==> src/rtl/bmc_decoder_arbiter_pkg.sv <==
// Shared constants and types for the BMC decoder arbiter and the decoder users.
package bmc_decoder_arbiter_pkg;

  localparam int DEF_NB_SENSORS     = 4;
  localparam int DEF_BIT_CONSIDERED = 17;
  localparam int DEF_TS_WIDTH       = 24;
  localparam int DEF_ACK_TIMEOUT    = 7;
  localparam int SENSOR_ID_W        = 3;

  typedef enum logic [2:0] {
    ST_IDLE      = 3'd0,
    ST_CAPTURE   = 3'd1,
    ST_CLEAR     = 3'd2,
    ST_WAIT_DROP = 3'd3,
    ST_OUTPUT    = 3'd4
  } arb_state_t;

  // Index width that never collapses to zero bits.
  function automatic int idx_width(input int n);
    return (n > 1) ? $clog2(n) : 1;
  endfunction

endpackage

==> src/rtl/bmc_decoder_arbiter_picker.sv <==
// Round-robin priority picker: first request at or after rr_ptr, wrapping.
module rr_priority_picker
  import bmc_decoder_arbiter_pkg::*;
#(
  parameter int NB_SENSORS = DEF_NB_SENSORS,
  parameter int IDX_W      = idx_width(NB_SENSORS)
) (
  input  logic [NB_SENSORS-1:0] req,
  input  logic [IDX_W-1:0]      rr_ptr,
  output logic [NB_SENSORS-1:0] gnt,
  output logic [IDX_W-1:0]      gnt_idx,
  output logic                  gnt_valid
);

  logic [IDX_W:0] pos;

  // Walk offsets from farthest to nearest so the nearest request wins.
  always_comb begin
    gnt_valid = 1'b0;
    gnt_idx   = '0;
    pos       = '0;
    for (int k = NB_SENSORS - 1; k >= 0; k--) begin
      pos = {1'b0, rr_ptr} + (IDX_W+1)'(k);
      if (pos >= (IDX_W+1)'(NB_SENSORS)) begin
        pos = pos - (IDX_W+1)'(NB_SENSORS);
      end
      if (req[pos[IDX_W-1:0]]) begin
        gnt_valid = 1'b1;
        gnt_idx   = pos[IDX_W-1:0];
      end
    end
  end

  genvar gi;
  generate
    for (gi = 0; gi < NB_SENSORS; gi++) begin : g_onehot
      assign gnt[gi] = gnt_valid && (gnt_idx == IDX_W'(gi));
    end
  endgenerate

endmodule

==> src/rtl/bmc_decoder_arbiter.sv <==
// Shares one word sink between several BMC decoder channels: round-robin grant,
// capture of {id, word, timestamp}, decoder clear with drop timeout, valid/ready output.
module bmc_decoder_arbiter
  import bmc_decoder_arbiter_pkg::*;
#(
  parameter int NB_SENSORS     = DEF_NB_SENSORS,
  parameter int BIT_CONSIDERED = DEF_BIT_CONSIDERED,
  parameter int TS_WIDTH       = DEF_TS_WIDTH,
  parameter int ACK_TIMEOUT    = DEF_ACK_TIMEOUT
) (
  input  logic                               clk_96MHz,
  input  logic                               reset_n,
  input  logic                               enable,
  input  logic [NB_SENSORS-1:0]              sensor_mask,
  input  logic [NB_SENSORS-1:0]              dec_availible,
  input  logic [NB_SENSORS*BIT_CONSIDERED-1:0] dec_data,
  input  logic [NB_SENSORS*TS_WIDTH-1:0]     dec_ts,
  output logic [NB_SENSORS-1:0]              dec_enabled,
  output logic [NB_SENSORS-1:0]              dec_clear,
  output logic                               out_valid,
  input  logic                               out_ready,
  output logic [SENSOR_ID_W-1:0]             out_sensor_id,
  output logic [BIT_CONSIDERED-1:0]          out_data,
  output logic [TS_WIDTH-1:0]                out_ts,
  output logic                               ack_err,
  input  logic                               err_clear
);

  localparam int IDX_W = idx_width(NB_SENSORS);
  localparam int CNT_W = idx_width(ACK_TIMEOUT + 1);

  arb_state_t                state_reg, state_next;
  logic [IDX_W-1:0]          rr_ptr_reg;
  logic [IDX_W-1:0]          gnt_idx_reg;
  logic [NB_SENSORS-1:0]     gnt_onehot_reg;
  logic [CNT_W-1:0]          timeout_reg;
  logic [NB_SENSORS-1:0]     req;
  logic [NB_SENSORS-1:0]     pick_onehot;
  logic [IDX_W-1:0]          pick_idx;
  logic                      pick_valid;
  logic                      flag_now;
  logic [BIT_CONSIDERED-1:0] data_lane [NB_SENSORS];
  logic [TS_WIDTH-1:0]       ts_lane   [NB_SENSORS];

  genvar gi;
  generate
    for (gi = 0; gi < NB_SENSORS; gi++) begin : g_lanes
      assign data_lane[gi] = dec_data[gi*BIT_CONSIDERED +: BIT_CONSIDERED];
      assign ts_lane[gi]   = dec_ts[gi*TS_WIDTH +: TS_WIDTH];
    end
  endgenerate

  assign req      = dec_availible & sensor_mask & {NB_SENSORS{enable}};
  assign flag_now = dec_availible[gnt_idx_reg];

  rr_priority_picker #(
    .NB_SENSORS (NB_SENSORS),
    .IDX_W      (IDX_W)
  ) u_picker (
    .req        (req),
    .rr_ptr     (rr_ptr_reg),
    .gnt        (pick_onehot),
    .gnt_idx    (pick_idx),
    .gnt_valid  (pick_valid)
  );

  // State register.
  always_ff @(posedge clk_96MHz or negedge reset_n) begin
    if (!reset_n) state_reg <= ST_IDLE;
    else          state_reg <= state_next;
  end

  // Next-state logic; a stuck flag still ends in OUTPUT once the counter expires.
  always_comb begin
    state_next = state_reg;
    case (state_reg)
      ST_IDLE:      if (pick_valid) state_next = ST_CAPTURE;
      ST_CAPTURE:   state_next = ST_CLEAR;
      ST_CLEAR:     state_next = ST_WAIT_DROP;
      ST_WAIT_DROP: if (!flag_now || (timeout_reg == '0)) state_next = ST_OUTPUT;
      ST_OUTPUT:    if (out_ready) state_next = ST_IDLE;
      default:      state_next = ST_IDLE;
    endcase
  end

  // Outputs decoded from state; the clear goes out even if the mask dropped after grant.
  always_comb begin
    out_valid = (state_reg == ST_OUTPUT);
    dec_clear = (state_reg == ST_CLEAR) ? gnt_onehot_reg : '0;
  end

  // Grant, capture, timeout, error and enable registers.
  always_ff @(posedge clk_96MHz or negedge reset_n) begin
    if (!reset_n) begin
      rr_ptr_reg     <= '0;
      gnt_idx_reg    <= '0;
      gnt_onehot_reg <= '0;
      timeout_reg    <= '0;
      out_sensor_id  <= '0;
      out_data       <= '0;
      out_ts         <= '0;
      ack_err        <= 1'b0;
      dec_enabled    <= '0;
    end else begin
      dec_enabled <= sensor_mask & {NB_SENSORS{enable}};

      if (state_reg == ST_IDLE && pick_valid) begin
        gnt_idx_reg    <= pick_idx;
        gnt_onehot_reg <= pick_onehot;
      end

      // Captured one cycle after the grant, so a decoder overwrite in between wins.
      if (state_reg == ST_CAPTURE) begin
        out_sensor_id <= SENSOR_ID_W'(gnt_idx_reg);
        out_data      <= data_lane[gnt_idx_reg];
        out_ts        <= ts_lane[gnt_idx_reg];
      end

      if (state_reg == ST_CLEAR) begin
        timeout_reg <= CNT_W'(ACK_TIMEOUT);
      end else if (state_reg == ST_WAIT_DROP && timeout_reg != '0) begin
        timeout_reg <= timeout_reg - CNT_W'(1);
      end

      if (err_clear) begin
        ack_err <= 1'b0;
      end else if (state_reg == ST_WAIT_DROP && flag_now && timeout_reg == '0) begin
        ack_err <= 1'b1;
      end

      if (state_reg == ST_OUTPUT && out_ready) begin
        rr_ptr_reg <= (gnt_idx_reg == IDX_W'(NB_SENSORS - 1)) ? '0 : gnt_idx_reg + IDX_W'(1);
      end
    end
  end

endmodule

==> config.mk <==
export PLATFORM = sky130hd
export DESIGN_NAME = bmc_decoder_arbiter
export DESIGN_NICKNAME = d
export VERILOG_FILES = /design/src/rtl/bmc_decoder_arbiter_pkg.sv /design/src/rtl/bmc_decoder_arbiter_picker.sv /design/src/rtl/bmc_decoder_arbiter.sv
export SDC_FILE = /design/constraint.sdc
export NUM_CORES = 1
export LEC_CHECK = 0
export ABC_AREA = 1
export ABC_CLOCK_PERIOD_IN_PS = 1800
export CORE_ASPECT_RATIO = 1.4
export CORE_MARGIN = 2
export CORE_UTILIZATION = 38
export DETAILED_ROUTE_END_ITERATION = 8
export GPL_ROUTABILITY_DRIVEN = 0
export GPL_TIMING_DRIVEN = 0
export PLACE_DENSITY = 0.86
export SYNTH_ARGS = -nofsm -noshare
export SYNTH_HDL_FRONTEND = slang
export SYNTH_SLANG_ARGS = --single-unit
==> constraint.sdc <==
create_clock -name clk_96MHz -period 1.8 [get_ports clk_96MHz]
set_clock_uncertainty 0.05 [all_clocks]
set_input_delay 0.36 -clock clk_96MHz [delete_from_list [all_inputs] [get_ports clk_96MHz]]
set_output_delay 0.36 -clock clk_96MHz [all_outputs]
set_load 0.05 [all_outputs]
# Yosys cells after proc, flatten, opt, wreduce, memory -nomap -nowiden
# Cells that the tools add are included.
# Widths: inputs -> output; s select.
# totals
output_inout_bits	54
inputBits	177
regBits	62
# op_classes
magnitude_cmp	10
n_bitwise	4
n_mux	38
n_eq_ne	11
add_sub_neg	9
reduce_logical	18
# ops
operator	n
$bmux 24 s2	1
$mux 24	2
$bmux 17 s2	1
$mux 17	2
$mux 2	9
$lt 2x3->1 const B	5
$mux 3	5
$pmux 3 s5	1
$and 4x4->4	3
$ge 3x3->1 const B	4
$mux 1	11
$bmux 1 s2	5
$logic_and 1x1->1	9
$sub 2x1->2 const B	4
$add 2x2->3 const B	2
$eq 2x2->1 const B	3
$eq 3x2->1 const B	2
$logic_not 3->1	2
$mux 4	1
$ne 2x2->1 const B	2
$reduce_bool 2->1	2
$add 2x1->3 const B	1
$eq 3x1->1 const B	1
$eq 3x3->1 const B	1
11 further kinds	11

# Depth between registers and ports, before layout
# Gate-level depths: netlist of the first run.
# logic_depth
ltp_word	11
depth_mapped	14
depth_no_buf	13

# By module
# A second synthesis of the first run with hierarchy kept.
# unflattened
hier_cells	652
area_unflattened_um2	4256.6
# modules_own_cells
mod	area_per_inst_um2	cells_each	n_inst
bmc_decoder_arbiter	3963.8	598	1
rr_priority_picker	292.8	54	1

# Least setup slack after synthesis of the first run
# OpenSTA, ideal clock, no wires.
# synth_timing
path_kind	reg-to-reg
from	register state_reg[1]
to	register rr_ptr_reg[0]
stages_incl_launch_ff	4
t_arrival_ns	2.062
required_ns	1.653
slack_ns	-0.409
synth_period_minus_slack_ns	2.209
cell_sequence	dfrtp_1 nor3_1 nand2_1 o31ai_1
# synth_via
elab_chain_cells	2
# synth_rtl
item	line_no	rtl
from (decl)	bmc_decoder_arbiter.sv:32	arb_state_t state_reg, state_next;
from (signal assigned)	bmc_decoder_arbiter.sv:70	else state_reg <= state_next;
$eq 3x3->1	--	
via out_valid	bmc_decoder_arbiter.sv:20	output logic out_valid,
$logic_and 1x1->1	bmc_decoder_arbiter.sv:131	if (state_reg == ST_OUTPUT && out_ready) begin
to (signal assigned)	bmc_decoder_arbiter.sv:132	rr_ptr_reg <= (gnt_idx_reg == IDX_W'(NB_SENSORS - 1)) ? '0 : gnt_idx_reg + IDX_W'(1);
to (decl)	bmc_decoder_arbiter.sv:33	logic [IDX_W-1:0] rr_ptr_reg;
# The timed path passes the listed nets, and every way through them passes these cells.
# A chain may end at the register's enable or synchronous reset.

# Worst setup path after layout of the first run
# layout_timing
from	register state_reg[2]
to	output dec_clear[0]
# layout_via
elab_chain_cells	2
# layout_rtl
item	line_no	rtl
$eq 3x2->1	bmc_decoder_arbiter.sv:89	dec_clear = (state_reg == ST_CLEAR) ? gnt_onehot_reg : '0;
$mux 4	bmc_decoder_arbiter.sv:89	
to (decl)	bmc_decoder_arbiter.sv:19	output logic [NB_SENSORS-1:0] dec_clear,
# No other way between the ends.

==> results of run 1 <==
-- metrics by stage --
stage	area, um^2	total power, mW	util, %	instances
2_1_floorplan	3900	7.52	-	577
3_3_place_gp	6350	9.98	63.8	940
3_5_place_dp	6370	10.3	64.0	941
4_1_cts	6670	11.7	67.0	965
5_1_grt	6740	12.7	67.7	966
6_report	6740	12.0	67.7	966
-- where the power goes --
group	internal (mW)	leakage (nW)	switching, mW
logic	2.52	2.35	5.46
clock network	0.956	0.139	0.599
registers	2.05	0.762	0.405
-- logic make-up (layout without fill, tap and decap cells) --
family / Yosys count / after routing
AO/OA/AOI/OAI: 141 / 141
adder cells (fa/ha/maj): 3 / 3
flip-flops: 62 / 62
buffers and inverters: 69 / 323
AND/OR/NAND/NOR: 301 / 301
other: 1 / 1
-- per-layer routing --
| metal | vias to the layer above | GRT usage, % |
|---|---|---|
| li1 | 2385 | - |
| met1 | 2431 | 32.7 |
| met2 | 296 | 52.5 |
| met3 | 47 | 5.57 |
| met4 | 0 | 15.4 |
| met5 | - | 0 |
-- cell usage in the layout, fill, tap and decap left out, drive strengths merged, types with 14 or more instances in the layout --
| cell type | instances |
|---|---|
| inv | 32 |
| dfrtp | 62 |
| o21ai | 90 |
| nand3 | 14 |
| dlygate4sd2 | 48 |
| buf | 26 |
| o22ai | 42 |
| nor2 | 95 |
| clkdlybuf4s50 | 174 |
| nand2 | 187 |
| clkbuf | 38 |
-- final cells by class --
class,instances,area [um^2]
Multi-Input combinational cell,446,2120
Clock buffer,11,243
Clock inverter,5,25.0
Fill cell,839,3210
Sequential cell,62,1550
Tap cell,135,169
Buffer,37,193
Inverter,32,133
Timing Repair Buffer,238,2310
-- worst min path at each step --
stage             endpoint  slack (ns)        from
5_1_grt        out_data[1]        0.11     reset_n
2_1_floorplan      ack_err        0.01     reset_n
4_1_cts        out_data[2]        0.07     reset_n
6_report       out_data[1]        0.06     reset_n
3_3_place_gp    out_ts[12]        0.41  out_ts[12]
3_5_place_dp   out_data[1]        0.41     reset_n
-- critical path: stages, from the launching register on --
cell and delay [ns]:
dfrtp_1 0.41, nor2_2 0.16, inv_2 0.07, nor2_4 0.13
inv_4 0.09, nor2_4 0.11, buf_6 0.16
-- what timing repair did --
action | in CTS | in global routing
endpoints found under the hold margin | 0 | 0
setup buffers | 8 | 1
setup endpoints to repair | 74 | 45
resized for setup | 96 | 28
pin swaps | 3 | 2
==> impl_metrics.csv, run 1 <==
group,metric,value,unit
run_status,status,"complete, but fails checks",
run_status,failed_checks,"setup timing",
critical_path,reg2reg_depth,6,
cells_and_area,area_growth,73.0,%
floorplan,core.rowCount,43,
detailed_routing,vias,5159,
clock_network,cts-buffers-inserted,9,
critical_path,reg2reg_to,"out_ts[12]",
grt,grt_util_all_layers,29.6,%
detailed_routing,drc,0,
floorplan,initial_core_util,39.2,%
yosys,synth_warnings,0,
cells_and_area,antenna_cells,0,
detailed_routing,ant_nets,0,
yosys,synthArstFlopShare,100,%
clock_network,cts_hold_buf,0,
timing,finalHoldViolCount,0,
critical_path,cp.arrival,1.45,ns
timing,tightest_slew,0.769,ns
timing,rsz0062_at_grt,"yes",
yosys,syn_inst,577,
critical_path,path_class,"register to output pin",
critical_path,start_kind,"register",
yosys,avgSynthCellArea,6.75,um^2
placed_design,dp_slack,-0.477,ns
clock_network,numClockSinks,62,
timing,fin_ws,-0.0619,ns
yosys,synth_enable_flop_cells,0,
timing,setup_violations,4,
yosys,synth_top_cells_by_count,"nand2_1, nor2_1, o21ai_0",
critical_path,required,1.39,ns
yosys,synthAdderAreaFrac,0.963,%
yosys,synth-compound-area-share,19.9,%
timing,period_needed,1.86,ns
grt,grt_max_degree,33,
timing,drv_slew,0,
cells_and_area,final_layout_size_suffix_gt1_share,10.8,%
detailed_routing,routed.top_layer,"met4",
timing,holdWs,0.0647,ns
clock_network,h-tree-depth,3,
floorplan,fp.coreArea,9950,um^2
grt,antenna_found_initial,0,
floorplan,die-area,11100,um^2
run,drv_cap,0,
timing,final.setup.tns,-0.161,ns
yosys,synth.area.top_cells,"dfrtp_1, nand2_1, o21ai_0",
clock_network,insertion_delay,0.31,ns
yosys,ys.flop_type,"dfrtp_1",
timing,min_period_over_period,103,%
cells_and_area,largestRegisters,"out_ts (24), out_data (17)",
placed_design,hpwlAfterDp,12900,um
yosys,seq_area_frac_synth,39.8,%
yosys,synthXorXnorAreaFrac,0,%
cells_and_area,max_flop_register,"out_ts",
power_and_ir_drop,irDropWorstVdd,1170,uV
grt,overflow,0,
yosys,synth_top_family_by_area,"simple AND/OR/NAND/NOR gates",
critical_path,end_kind,"output pin",
critical_path,startpoint,"state_reg[2]",
timing,fmaxAchievable,537,MHz
critical_path,endpoint,"dec_clear[0]",
grt,grt_pass1_wl,25000,um
power_and_ir_drop,p_leak,3.25,nW
floorplan,io_pins,231,
placed_design,io_buffers,228,
detailed_routing,wl_per_cell,17.6,um
yosys,ys_ff_latch,62,
yosys,synth_top_area_share,39.8,%
yosys,synth_area,3900,um^2
clock_network,clk_pin_slew,0.05,ns
yosys,synthSimpleGateAreaFrac,31.5,%
power_and_ir_drop,p_per_area,1780,nW/um^2
detailed_routing,met3WireLength,1420,um
critical_path,worstPathMaxFanout,5,
detailed_routing,dr.pass1.iters,7,
critical_path,reg2reg_slack,0.05,ns
detailed_routing,vias_per_cell,5.34,
critical_path,r2r_start,"state_reg[2]",
detailed_routing,drt_wl_total,17000,um
detailed_routing,wl_met1,6210,um
detailed_routing,dr_wl_met2,8860,um
clock_network,cts_tree,"yes",
clock_network,clockBufferDepth,2,
yosys,yosys.cell_types.count,30,
clock_network,cts-root-buf,"clkbuf_16",
floorplan,die_w,89.6,um
yosys,synth_mux_area_share,0,%
cells_and_area,largest_register_ffs,24,
yosys,yosysMostFrequentCell,"nand2_1",
yosys,synth_nets,757,
floorplan,die-height,124,um
timing,slew_headroom,48.8,%
detailed_routing,drt_iter0_markers,393,
cells_and_area,nets,1006,
grt,first_global_vias,5247,
min_path,hold_class,"input pin to asynchronous set/reset pin",
yosys,synth.largest_area_cell,"dfrtp_1",
No activity file was read; power rests on OpenSTA's default activity.
==> run 2: changes to the inputs <==
Settings changed: CORE_MARGIN 2 to not set, CTS_CLUSTER_SIZE set to 25.
==> impl_metrics.csv, run 2 (synthesis gave the netlist of run 1 again) <==
group,metric,value,unit
clock_network,cts-root-buf,"clkbuf_16",
critical_path,end_kind,"output pin",
critical_path,path_buf_inv,3,
detailed_routing,drc,0,
critical_path,slowest_stage,"dfrtp_1",
clock_network,cts-buffers-inserted,9,
cells_and_area,max_flop_register,"out_ts",
clock_network,numClockSinks,62,
cells_and_area,nets,1000,
grt,overflow,0,
critical_path,required,1.39,ns
floorplan,die-area,10700,um^2
power_and_ir_drop,p_total,11.9,mW
detailed_routing,vias,5065,
timing,setup_violations,4,
timing,tightest_slew,0.725,ns
clock_network,h-tree-depth,3,
min_path,hold_class,"input pin to asynchronous set/reset pin",
floorplan,initial_core_util,39.2,%
detailed_routing,vias_per_cell,5.28,
run_status,status,"complete, but fails checks",
clock_network,insertion_delay,0.33,ns
critical_path,worstPathMaxFanout,5,
timing,rsz0062_at_grt,"yes",
timing,drv_slew,0,
clock_network,clk_pin_slew,0.06,ns
detailed_routing,wl_per_cell,17.2,um
critical_path,cp.arrival,1.42,ns
clock_network,cts_hold_buf,0,
clock_network,cts_tree,"yes",
timing,finalHoldViolCount,0,
timing,period_needed,1.83,ns
timing,holdWs,0.0360,ns
grt,grt_max_degree,34,
grt,grt_pass1_wl,25600,um
floorplan,core.rowCount,43,
cells_and_area,most-common-layout-cells,"nand2_1, clkdlybuf4s50_1, nor2_1, o21ai_0, dfrtp_1",
cells_and_area,fin_util,67.3,%
run,drv_cap,0,
floorplan,fp.coreArea,9950,um^2
placed_design,dpl-instance-area,6370,um^2
detailed_routing,drt_wl_total,16600,um
timing,min_period_over_period,101,%
grt,grt_util_all_layers,31.8,%
cells_and_area,largest_register_ffs,24,
placed_design,hpwlAfterDp,12700,um
timing,fmaxAchievable,548,MHz
grt,antenna_found_initial,0,
critical_path,worst_path_most_repeated_cell,"nor2_4",
critical_path,start_kind,"register",
clock_network,clockBufferDepth,2,
cells_and_area,largestRegisters,"out_ts (24), out_data (17)",
critical_path,path_class,"register to output pin",
cells_and_area,fin_area,6690,um^2
critical_path,worstPathCellList,"nor2_2 > inv_2 > nor2_4 > inv_4 > nor2_4 > buf_6",
floorplan,die_w,87.6,um
detailed_routing,ant_nets,0,
placed_design,io_buffers,228,
timing,fin_ws,-0.0257,ns
grt,first_global_vias,5168,
power_and_ir_drop,p_per_area,1780,nW/um^2
critical_path,critPathMaxStageDelay,0.41,ns
floorplan,die-height,122,um
power_and_ir_drop,irDropWorstVdd,923,uV
detailed_routing,dr.pass1.iters,5,
cells_and_area,final_layout_size_suffix_gt1_share,9.71,%
power_and_ir_drop,p_leak,3.21,nW
cells_and_area,layout_commonest_cell,"nand2_1",
cells_and_area,fillCellCount,827,
detailed_routing,drt_iter0_markers,352,
cells_and_area,area_growth,71.7,%
run_status,failed_checks,"setup timing",
critical_path,critical_path.top_delay_family,"flip-flops",
floorplan,io_pins,231,
timing,slew_headroom,51.6,%
placed_design,dp_slack,-0.472,ns
-- run 2: cell types whose count changed in the layout (fill, tap and decap cells not counted), moves of 2 or more --
cell      previous run  this run
buf_2                9        13
clkbuf_4             6         2
clkinv_2             5         2
nand2_1            175       177
buf_4               10         4
-- run 2: worst reg2reg max path, delay by kind of cell (launching register included) --
family | cells | cell delay [ns]
buf+inv | 1 | 0.28
flops | 1 | 0.46
simple gates | 4 | 0.35
compound gates | 3 | 0.44
-- run 2: layout make-up --
class	instances	area, um^2	share of cell area, %
plain buffers	37	186	2.79
diodes	1	2.50	0.0374
flip-flops and latches	62	1550	23.2
inverters	32	133	1.98
repair buffers	232	2260	33.8
well taps	135	169	2.52
clock inverters	4	47.5	0.710
clock buffers	11	243	3.63
multi-input cells	446	2100	31.4
-- run 2: what timing repair did --
item / in CTS / in global routing
pin swaps: 2 / 2
gates resized for setup: 100 / 15
buffers inserted: 3 / 0
endpoints found under the setup margin: 79 / 45
-- run 2: layer usage --
layer / up-vias / routed length [um] / track usage (%)
met3: 57 / 1560 / 9.96
li1: 2370 / - / -
met1: 2347 / 6100 / 34.8
met2: 291 / 8190 / 55.2
met4: 0 / 710 / 15.0
met5: - / 0 / 0
-- run 2: final timing paths --
kind / from / endpoint / slack [ns] / cells past startpoint
worst max-delay path: state_reg[2] / dec_clear[2] / -0.03 / 6
worst min-delay path: reset_n / out_ts[2] / 0.04 / 1
worst max register to register: gnt_idx_reg[0] / state_reg[2] / 0.11 / 8
worst min register to register: out_ts[10] / out_ts[10] / 0.42 / 2
max in group asynchronous: reset_n / dec_enabled[2] / 1.03 / 2
min in group clk_96MHz: enable / dec_enabled[0] / 0.22 / 3
-- run 2: metrics by stage --
| stage | setup TNS (ns) | std cells |
|---|---|---|
| after floorplan | -0.297 | 577 |
| after global placement | -104.78 | 940 |
| after detailed placement | -3.73 | 941 |
| after CTS | -0.156 | 959 |
| after global routing | -0.445 | 959 |
| final | -0.0792 | 960 |
-- run 2: where the power goes --
part	internal [mW]	switching [mW]
Combinational	2.40	5.35
Sequential	2.05	0.405
Clock	1.10	0.605
Total	5.55	6.36
